[src/rtl/lab_ms_alu_seq.sv]
// Sequential unsigned ALU (ADD/SUB/MUL/DIV/VAR) with valid/ready handshakes and an iterative
// restoring divider. Define ALU_SAT_EN to make ADD/SUB saturate instead of wrapping.
module lab_ms_alu_seq #(
  parameter int unsigned WIDTH = 8
) (
  input  logic               clk,
  input  logic               rst,
  input  logic               in_valid,
  output logic               in_ready,
  input  logic [2:0]         in_opc,
  input  logic [WIDTH-1:0]   in_op_a,
  input  logic [WIDTH-1:0]   in_op_b,
  output logic               out_valid,
  input  logic               out_ready,
  output logic [2*WIDTH-1:0] out_result,
  output logic               out_err,
  output logic               out_ovf,
  output logic               busy
);

  localparam int unsigned CntW = $clog2(WIDTH);

  localparam logic [2:0] OpAdd = 3'd0;
  localparam logic [2:0] OpSub = 3'd1;
  localparam logic [2:0] OpMul = 3'd2;
  localparam logic [2:0] OpDiv = 3'd3;
  localparam logic [2:0] OpVar = 3'd4;

  typedef enum logic [1:0] {StIdle, StDivRun, StDone} state_e;

  state_e               state_q, state_d;
  logic [WIDTH-1:0]     rem_q, rem_d;
  logic [WIDTH-1:0]     quo_q, quo_d;
  logic [WIDTH-1:0]     div_q, div_d;
  logic                 is_var_q, is_var_d;
  logic [CntW-1:0]      cnt_q, cnt_d;
  logic [2*WIDTH-1:0]   result_q, result_d;
  logic                 err_q, err_d;
  logic                 ovf_q, ovf_d;

  logic                 accept;
  logic [WIDTH:0]       sum, diff;
  logic [2*WIDTH-1:0]   prod;
  logic [WIDTH-1:0]     add_res, sub_res;
  logic [WIDTH:0]       rem_shift;
  logic                 rem_ge;
  logic [WIDTH-1:0]     rem_nxt, quo_nxt;

  assign in_ready   = (state_q == StIdle) || ((state_q == StDone) && out_ready);
  assign accept     = in_valid && in_ready;
  assign out_valid  = (state_q == StDone);
  assign busy       = (state_q != StIdle);
  assign out_result = result_q;
  assign out_err    = err_q;
  assign out_ovf    = ovf_q;

  assign sum  = {1'b0, in_op_a} + {1'b0, in_op_b};
  assign diff = {1'b0, in_op_a} - {1'b0, in_op_b};
  assign prod = (2*WIDTH)'(in_op_a) * (2*WIDTH)'(in_op_b);

`ifdef ALU_SAT_EN
  assign add_res = sum[WIDTH] ? {WIDTH{1'b1}} : sum[WIDTH-1:0];
  assign sub_res = diff[WIDTH] ? '0 : diff[WIDTH-1:0];
`else
  assign add_res = sum[WIDTH-1:0];
  assign sub_res = diff[WIDTH-1:0];
`endif

  // One restoring step: shift in the next dividend bit, subtract if it fits.
  // A difference that fits is below the divisor, so WIDTH bits of it are exact.
  assign rem_shift = {rem_q, quo_q[WIDTH-1]};
  assign rem_ge    = (rem_shift >= {1'b0, div_q});
  assign rem_nxt   = rem_ge ? (rem_shift[WIDTH-1:0] - div_q) : rem_shift[WIDTH-1:0];
  assign quo_nxt   = {quo_q[WIDTH-2:0], rem_ge};

  always_comb begin
    state_d  = state_q;
    rem_d    = rem_q;
    quo_d    = quo_q;
    div_d    = div_q;
    is_var_d = is_var_q;
    cnt_d    = cnt_q;
    result_d = result_q;
    err_d    = err_q;
    ovf_d    = ovf_q;

    case (state_q)
      StIdle, StDone: begin
        if (state_q == StDone && out_ready) state_d = StIdle;
        if (accept) begin
          state_d  = StDone;
          result_d = '0;
          err_d    = 1'b0;
          ovf_d    = 1'b0;
          case (in_opc)
            OpAdd: begin
              result_d = {{WIDTH{1'b0}}, add_res};
              ovf_d    = sum[WIDTH];
            end
            OpSub: begin
              result_d = {{WIDTH{1'b0}}, sub_res};
              ovf_d    = diff[WIDTH];
            end
            OpMul: result_d = prod;
            OpDiv, OpVar: begin
              if (in_op_b == '0) begin
                err_d    = 1'b1;
                result_d = (in_opc == OpDiv) ? {{WIDTH{1'b0}}, {WIDTH{1'b1}}}
                                             : {{WIDTH{1'b0}}, in_op_a};
              end else begin
                state_d  = StDivRun;
                rem_d    = '0;
                quo_d    = in_op_a;
                div_d    = in_op_b;
                is_var_d = (in_opc == OpVar);
                cnt_d    = '0;
              end
            end
            default: err_d = 1'b1;
          endcase
        end
      end
      StDivRun: begin
        rem_d = rem_nxt;
        quo_d = quo_nxt;
        cnt_d = cnt_q + 1'b1;
        if (cnt_q == CntW'(WIDTH - 1)) begin
          state_d  = StDone;
          result_d = {{WIDTH{1'b0}}, (is_var_q ? rem_nxt : quo_nxt)};
        end
      end
      default: state_d = StIdle;
    endcase
  end

  always_ff @(posedge clk) begin
    if (rst) begin
      state_q  <= StIdle;
      rem_q    <= '0;
      quo_q    <= '0;
      div_q    <= '0;
      is_var_q <= 1'b0;
      cnt_q    <= '0;
      result_q <= '0;
      err_q    <= 1'b0;
      ovf_q    <= 1'b0;
    end else begin
      state_q  <= state_d;
      rem_q    <= rem_d;
      quo_q    <= quo_d;
      div_q    <= div_d;
      is_var_q <= is_var_d;
      cnt_q    <= cnt_d;
      result_q <= result_d;
      err_q    <= err_d;
      ovf_q    <= ovf_d;
    end
  end

endmodule
[config.mk]
export PLATFORM = sky130hd
export DESIGN_NAME = lab_ms_alu_seq
export DESIGN_NICKNAME = d
export VERILOG_FILES = /design/src/rtl/lab_ms_alu_seq.sv
export SDC_FILE = /design/constraint.sdc
export NUM_CORES = 1
export LEC_CHECK = 0
export CORE_ASPECT_RATIO = 1.4
export CORE_MARGIN = 2
export CORE_UTILIZATION = 40
export DETAILED_ROUTE_END_ITERATION = 10
export PLACE_DENSITY = 0.61
export SLEW_MARGIN = 5
export SYNTH_ARGS = -nofsm -noshare
export SYNTH_HDL_FRONTEND = slang
export SYNTH_SLANG_ARGS = --single-unit
[constraint.sdc]
create_clock -name clk -period 6.2 [get_ports clk]
set_clock_uncertainty 0.15 [all_clocks]
set_input_delay 1.24 -clock clk [delete_from_list [all_inputs] [get_ports clk]]
set_output_delay 1.24 -clock clk [all_outputs]
set_load 0.05 [all_outputs]
==> metrics.csv, run 1 <==
stage,metric,value,unit
outcome,outcome,"finished, final reports clean",
grt,grt_overflow,0,
finish,final_area,6290,um2
routing,drt-initial-drc-count,230,
yosys,synth_top_flop_cell,dfxtp_1,
floorplan,fp.dieW,102,um
finish,diodes,0,
setup_path,r2r_start,div_q[3],
setup_path,reg2reg_setup_slack,3.38,ns
min_path,hold_path_class,reg2reg,
floorplan,start_util,0.407,
grt,grt_pass1_wl,23900,um
setup_path,path_cells,clkdlybuf4s50_1 -> nand2_1 -> fa_1 -> fa_1 -> inv_1 -> fa_1 -> inv_1 -> fa_1 -> inv_1 -> ha_1 -> o21ai_0 -> o21ai_0 -> a31oi_1 -> o21ai_0 -> o31ai_1 -> xnor2_1 -> a22o_1,
yosys,ys_seq_elements,48,
timing,fmax,169,MHz
timing,timing.final.crit_period,5.91,ns
routing,routed_via_density,5.28,
finish,multi_input_area,4020,um2
clock_tree,cts_max_level,2,
timing,relSlewSlack,0.382,
place,port_buffers,43,
clock_tree,hold_buffers,0,
clock_tree,cts_tree,done,
yosys,synthesis.area,5400,um2
timing,period_share,0.953,
setup_path,max_stage_delay,0.67,ns
setup_path,cpMostUsedCell,fa_1,
yosys,yosysSeqAreaShare,0.178,
clock_tree,clk_latency,0.30,ns
run,drv_cap,0,
min_path,holdPathStages,2,
finish,final_common_cell,nor2_1,
routing,wl_per_cell,15.6,um
routing,drc_errors,0,
finish,layout-drive-gt1-share,0.0639,
clock_tree,cts.clk_slew.worst_paths,0.07,ns
clock_tree,cts-resized-gates,0,
min_path,hold_start,div_q[2],
yosys,synth_top_area_share,0.178,
yosys,avgSynthCellArea,7.87,um2
finish,final_cell_mix,"nor2_1, inv_1, nand2_1, ha_1, dfxtp_1",
grt,grt_max_degree,48,
routing,ant_nets,0,
yosys,syn-num-nets,810,
floorplan,coreArea,13300,um2
setup_path,rr_worst_depth,9,
grt,grt_pass1_vias,4878,
timing,slew_violations,0,
finish,stdcell_count,917,
place,dpl.hpwl,11800,um
floorplan,rows,50,
setup_path,required,6.25,ns
setup_path,start_kind,input pin,
timing,rsz0062_at_grt,false,
yosys,synth_area_leaders,"dfxtp_1, fa_1, ha_1",
yosys,async_reset_ff_frac,0,
place,place_ws,-0.0685,ns
floorplan,die_area,14500,um2
routing,first_pass_iters,5,
finish,fillerInstances,1350,
finish,area.sequential,961,um2
power,p_per_area,227,nW/um2
clock_tree,cts-buffers-inserted,5,
finish,nets,858,
clock_tree,cts_setup_buffers,0,
setup_path,worstSetupPathType,in2reg,
floorplan,die_h,141,um
timing,hold_violations,0,
routing,vias,4843,
setup_path,worst_setup_path_end_kind,register,
place,dpl-instance-area,6140,um2
yosys,syn_inst,686,
place,dp.cells,909,
finish,area_growth,16.6,%
setup_path,slowest_stage,clkdlybuf4s50_1,
yosys,ys_types,60,
setup_path,path_max_fanout,5,
power,p_leak,2.83,nW
yosys,synth_top_cell_by_area,dfxtp_1,
setup_path,r2r_end,out_result[6],
timing,setup_viol,0,
place,routabilityCongestion,0.916,
power,power,1.43,mW
timing,setup_slack,0.290,ns
setup_path,arrival,5.96,ns
yosys,synth_warnings,0,
min_path,min_to,div_q[2],
clock_tree,clock_path_buffers,2,
clock_tree,cts_sinks,48,
finish,utilization,0.475,
routing,routed_wl,14300,um
floorplan,ios,44,
grt,antenna_found_initial,0,
power,ir_drop,0.207,mV
clock_tree,root_buffer,clkbuf_16,
grt,grt_usage,0.208,
timing,tightest_slew,0.927,ns
yosys,synth_edf_count,0,
## final cells by class
| class | instances | area share |
|---|---|---|
| inverter | 77 | 0.0459 |
| tap | 182 | 0.0362 |
| clock buffer | 6 | 0.0221 |
| multi-input combinational | 530 | 0.639 |
| sequential | 48 | 0.153 |
| clock inverter | 2 | 0.00239 |
| timing repair buffer | 72 | 0.102 |
## cells by family after synthesis
group                    synth area share
AO/OA/AOI/OAI                       0.205
adder cells (fa/ha/maj)             0.288
XOR/XNOR                           0.0292
buffers and inverters              0.0776
flip-flops                          0.178
AND/OR/NAND/NOR                     0.207
multiplexers                       0.0153
## per-stage QoR
step / setup TNS [ns] / hold slack, ns
floorplan: 0 / 0.286
global placement: -0.00343 / 0.299
detailed placement: -0.0685 / 0.304
CTS: 0 / 0.314
global route: 0 / 0.328
finish: 0 / 0.310
## worst max-delay path, delay by kind of cell
| family | cells | cell delay, ns |
|---|---|---|
| buf+inv | 4 | 0.82 |
| compound gates | 6 | 1.21 |
| fa+ha+maj | 5 | 2.43 |
| simple gates | 1 | 0.14 |
| xor+xnor | 1 | 0.10 |
## per-layer routing
metal  track usage  part of all wire  routed length, um
met5             0                 0                  0
met4        0.0498             0.012                177
met3        0.0261             0.027                391
met2         0.383              0.54               7710
met1         0.253              0.42               6000
## power by group
part           internal, mW  total [mW]  leakage (nW)  switching, mW
sequential            0.324       0.335         0.390         0.0108
clock                 0.161       0.289        0.0691          0.128
combinational         0.348       0.802          2.37          0.455
## how the worst max path moves through the flow
stage                     from        endpoint  slack (ns)  cells after the start
floorplan           in_op_b[7]  out_result[15]        0.72                     17
global placement    in_op_b[4]  out_result[15]      -0.003                     17
global route        in_op_a[0]  out_result[14]        0.03                     17
detailed placement  in_op_a[0]  out_result[15]       -0.07                     17
CTS                 in_op_b[4]  out_result[15]        0.24                     17
finish              in_op_a[0]  out_result[15]        0.29                     17
## state kept, by name, summed over array words and instances (netlist names)
register / count
out_result: 16
div_q: 8
quo_q: 8
rem_q: 8
cnt_q: 3
state_q: 2
is_var_q: 1
out_err: 1
out_ovf: 1
## cell usage after synthesis, types with 3 or more instances
master      n
and2_1     40
o31ai_1     3
ha_1       62
clkbuf_1   25
nor2b_1    11
dfxtp_1    48
nand2b_1    7
nand2_1    64
nor4_1      3
xor2_1      8
a311oi_1   12
nand3_1    13
a31oi_1     5
nor2_1     82
o22ai_1     4
a211oi_1    8
o21ai_0    28
mux2i_1     6
inv_1      77
o21bai_1    4
o21a_1      7
a21oi_1    43
a22o_1      3
o211ai_1    3
a2111oi_0   3
fa_1       39
xnor2_1    10
buf_2       5
a221oi_1    4
a22oi_1     8
nor3_1      7
a21o_1     10
No activity file was read; power rests on OpenSTA's default activity.
==> run 2, diff against run 1 <==
Settings changed: CORE_ASPECT_RATIO 1.4 to 0.7.
==> metrics.csv, run 2 (synthesis gave the netlist of run 1 again) <==
stage,metric,value,unit,change
outcome,outcome,"finished, final reports clean",,unchanged
setup_path,path_cells,clkdlybuf4s50_1 -> ha_1 -> fa_1 -> fa_1 -> fa_1 -> inv_1 -> fa_1 -> inv_1 -> ha_1 -> nor3_1 -> o21ai_0 -> a31oi_1 -> o21ai_0 -> o31ai_1 -> xnor2_1 -> a22o_1,,was clkdlybuf4s50_1 -> nand2_1 -> fa_1 -> fa_1 -> inv_1 -> fa_1 -> inv_1 -> fa_1 -> inv_1 -> ha_1 -> o21ai_0 -> o21ai_0 -> a31oi_1 -> o21ai_0 -> o31ai_1 -> xnor2_1 -> a22o_1
floorplan,fp.dieW,143,um,was 102 um
timing,timing.final.crit_period,5.83,ns,was 5.91 ns
setup_path,path_max_fanout,10,,was 5
grt,antenna_found_initial,0,,unchanged
setup_path,cp.depth,16,,was 17
clock_tree,clock_path_buffers,2,,unchanged
setup_path,cp_num_buf_inv,3,,was 4
power,p_leak,2.83,nW,about the same
finish,largest_reg_flops,16,,unchanged
setup_path,arrival,5.87,ns,was 5.96 ns
place,dpl.hpwl,12200,um,was 11800 um
grt,grt_pass1_vias,5017,,was 4878
floorplan,start_util,0.410,,was 0.407
clock_tree,cts_tree,done,,unchanged
finish,nets,857,,was 858
setup_path,slowest_stage,clkdlybuf4s50_1,,unchanged
place,port_buffers,43,,unchanged
clock_tree,cts-buffers-inserted,5,,unchanged
setup_path,r2r_start,state_q[0],,was div_q[3]
routing,first_pass_iters,5,,unchanged
power,seqPwrFrac,0.236,,was 0.235
finish,diodes,0,,unchanged
clock_tree,clk_latency,0.29,ns,was 0.30 ns
clock_tree,cts-resized-gates,0,,unchanged
routing,drc_errors,0,,unchanged
setup_path,r2r_end,rem_q[3],,was out_result[6]
power,p_per_area,226,nW/um2,was 227 nW/um2
timing,period_share,0.941,,was 0.953
power,ir_drop,0.112,mV,was 0.207 mV
finish,final_cell_mix,"nor2_1, inv_1, nand2_1, ha_1, dfxtp_1",,unchanged
routing,wl_per_cell,16.6,um,was 15.6 um
timing,hold_violations,0,,unchanged
power,swShare,0.408,,was 0.416
place,dp.cells,911,,was 909
power,p_sw,579,uW,was 593 uW
grt,grt_overflow,0,,unchanged
min_path,hold_start,div_q[3],,was div_q[2]
floorplan,ios,44,,unchanged
setup_path,crit_start,in_op_b[4],,was in_op_a[0]
timing,tightest_slew,0.907,ns,was 0.927 ns
power,p_int,842,uW,was 833 uW
finish,stdcell_count,918,,was 917
clock_tree,cts.clk_slew.worst_paths,0.07,ns,about the same
timing,finalSetupTns,0,ns,unchanged
grt,grt_pass1_wl,25700,um,was 23900 um
clock_tree,root_buffer,clkbuf_16,,unchanged
grt,grt_usage,0.226,,was 0.208
place,routabilityCongestion,0.886,,was 0.916
routing,routed_via_density,5.45,,was 5.28
routing,ant_nets,0,,unchanged
floorplan,coreArea,13200,um2,was 13300 um2
floorplan,rows,35,,was 50
timing,setup_viol,0,,unchanged
run,drv_cap,0,,unchanged
finish,final_common_cell,nor2_1,,unchanged
clock_tree,hold_buffers,0,,unchanged
finish,utilization,0.478,,was 0.475
clock_tree,cts_max_level,2,,unchanged
power,p_clk_frac,0.205,,was 0.202
setup_path,cpMostUsedCell,fa_1,,unchanged
clock_tree,cts_setup_buffers,0,,unchanged
setup_path,rr_worst_depth,6,,was 9
timing,relSlewSlack,0.393,,was 0.382
grt,grt_max_degree,48,,unchanged
floorplan,die_h,101,um,was 141 um
finish,area_growth,16.6,%,unchanged
routing,vias,5005,,was 4843
setup_path,critPathTopFamily,adder cells,,unchanged
routing,drt-initial-drc-count,415,,was 230
setup_path,required,6.24,ns,was 6.25 ns
clock_tree,cts_sinks,48,,unchanged
timing,rsz0062_at_grt,false,,unchanged
timing,slew_violations,0,,unchanged
setup_path,reg2reg_setup_slack,3.36,ns,was 3.38 ns
min_path,hold_path_class,reg2reg,,unchanged
setup_path,worst_setup_path_end_kind,register,,unchanged
power,combinationalPowerShare,0.559,,was 0.563
setup_path,start_kind,input pin,,unchanged
finish,layout-drive-gt1-share,0.0600,,was 0.0639
routing,routed_wl,15200,um,was 14300 um
setup_path,max_stage_delay,0.59,ns,was 0.67 ns
floorplan,die_area,14500,um2,about the same
timing,fmax,171,MHz,was 169 MHz
setup_path,worstSetupPathType,in2reg,,unchanged
setup_path,crit_path_end,out_result[15],,unchanged
## run 2: worst min path at each step
| stage | endpoint | slack (ns) | cells after the start |
|---|---|---|---|
| floorplan | div_q[1] | 0.29 | 2 |
| global placement | div_q[1] | 0.30 | 2 |
| detailed placement | div_q[5] | 0.30 | 2 |
| CTS | div_q[5] | 0.31 | 2 |
| global route | div_q[3] | 0.34 | 2 |
| finish | div_q[3] | 0.31 | 2 |
## run 2: area by class of cell
type                       count  area [um2]
inverter                      77         289
fill                        1316        6890
clock buffer                   7         153
timing repair buffer          71         641
multi-input combinational    530        4020
sequential                    48         961
tap                          185         231
## run 2: power groups by stage
stage,logic (mW),registers (mW),clock network (mW)
after floorplan,0.528,0.372,0
after global placement,0.785,0.342,0
after detailed placement,0.791,0.343,0
after CTS,0.800,0.336,0.295
after global routing,0.907,0.338,0.309
final,0.795,0.336,0.291
## run 2: stage by stage
step,power (mW),instance area [um2],hold WS [ns],setup WS [ns]
after floorplan,0.900,5400,0.286,0.724
after global placement,1.13,6140,0.300,0.166
after detailed placement,1.13,6140,0.303,0.0823
after CTS,1.43,6290,0.313,0.369
after global routing,1.55,6290,0.337,0.00895
final,1.42,6290,0.310,0.366
## run 2: layer usage
metal / share of wire / global-route usage
met1: 0.52 / 0.341
met2: 0.41 / 0.347
met3: 0.059 / 0.0392
met4: 0.0053 / 0.0274
met5: 0 / 0
## run 2: worst reg2reg max path: cells and delay by family (launching register included)
| family | cells | cell delay [ns] |
|---|---|---|
| DFF | 1 | 0.38 |
| and+or+nand+nor | 5 | 1.91 |
| AOI/OAI and AO/OA | 1 | 0.29 |
==> run 3, diff against run 2 <==
Settings changed: GPL_ROUTABILITY_DRIVEN set to 0, SLEW_MARGIN 5 to 20.
==> results of run 3 <==
The final DEF is identical to that of run 2; final timing and power are the same.
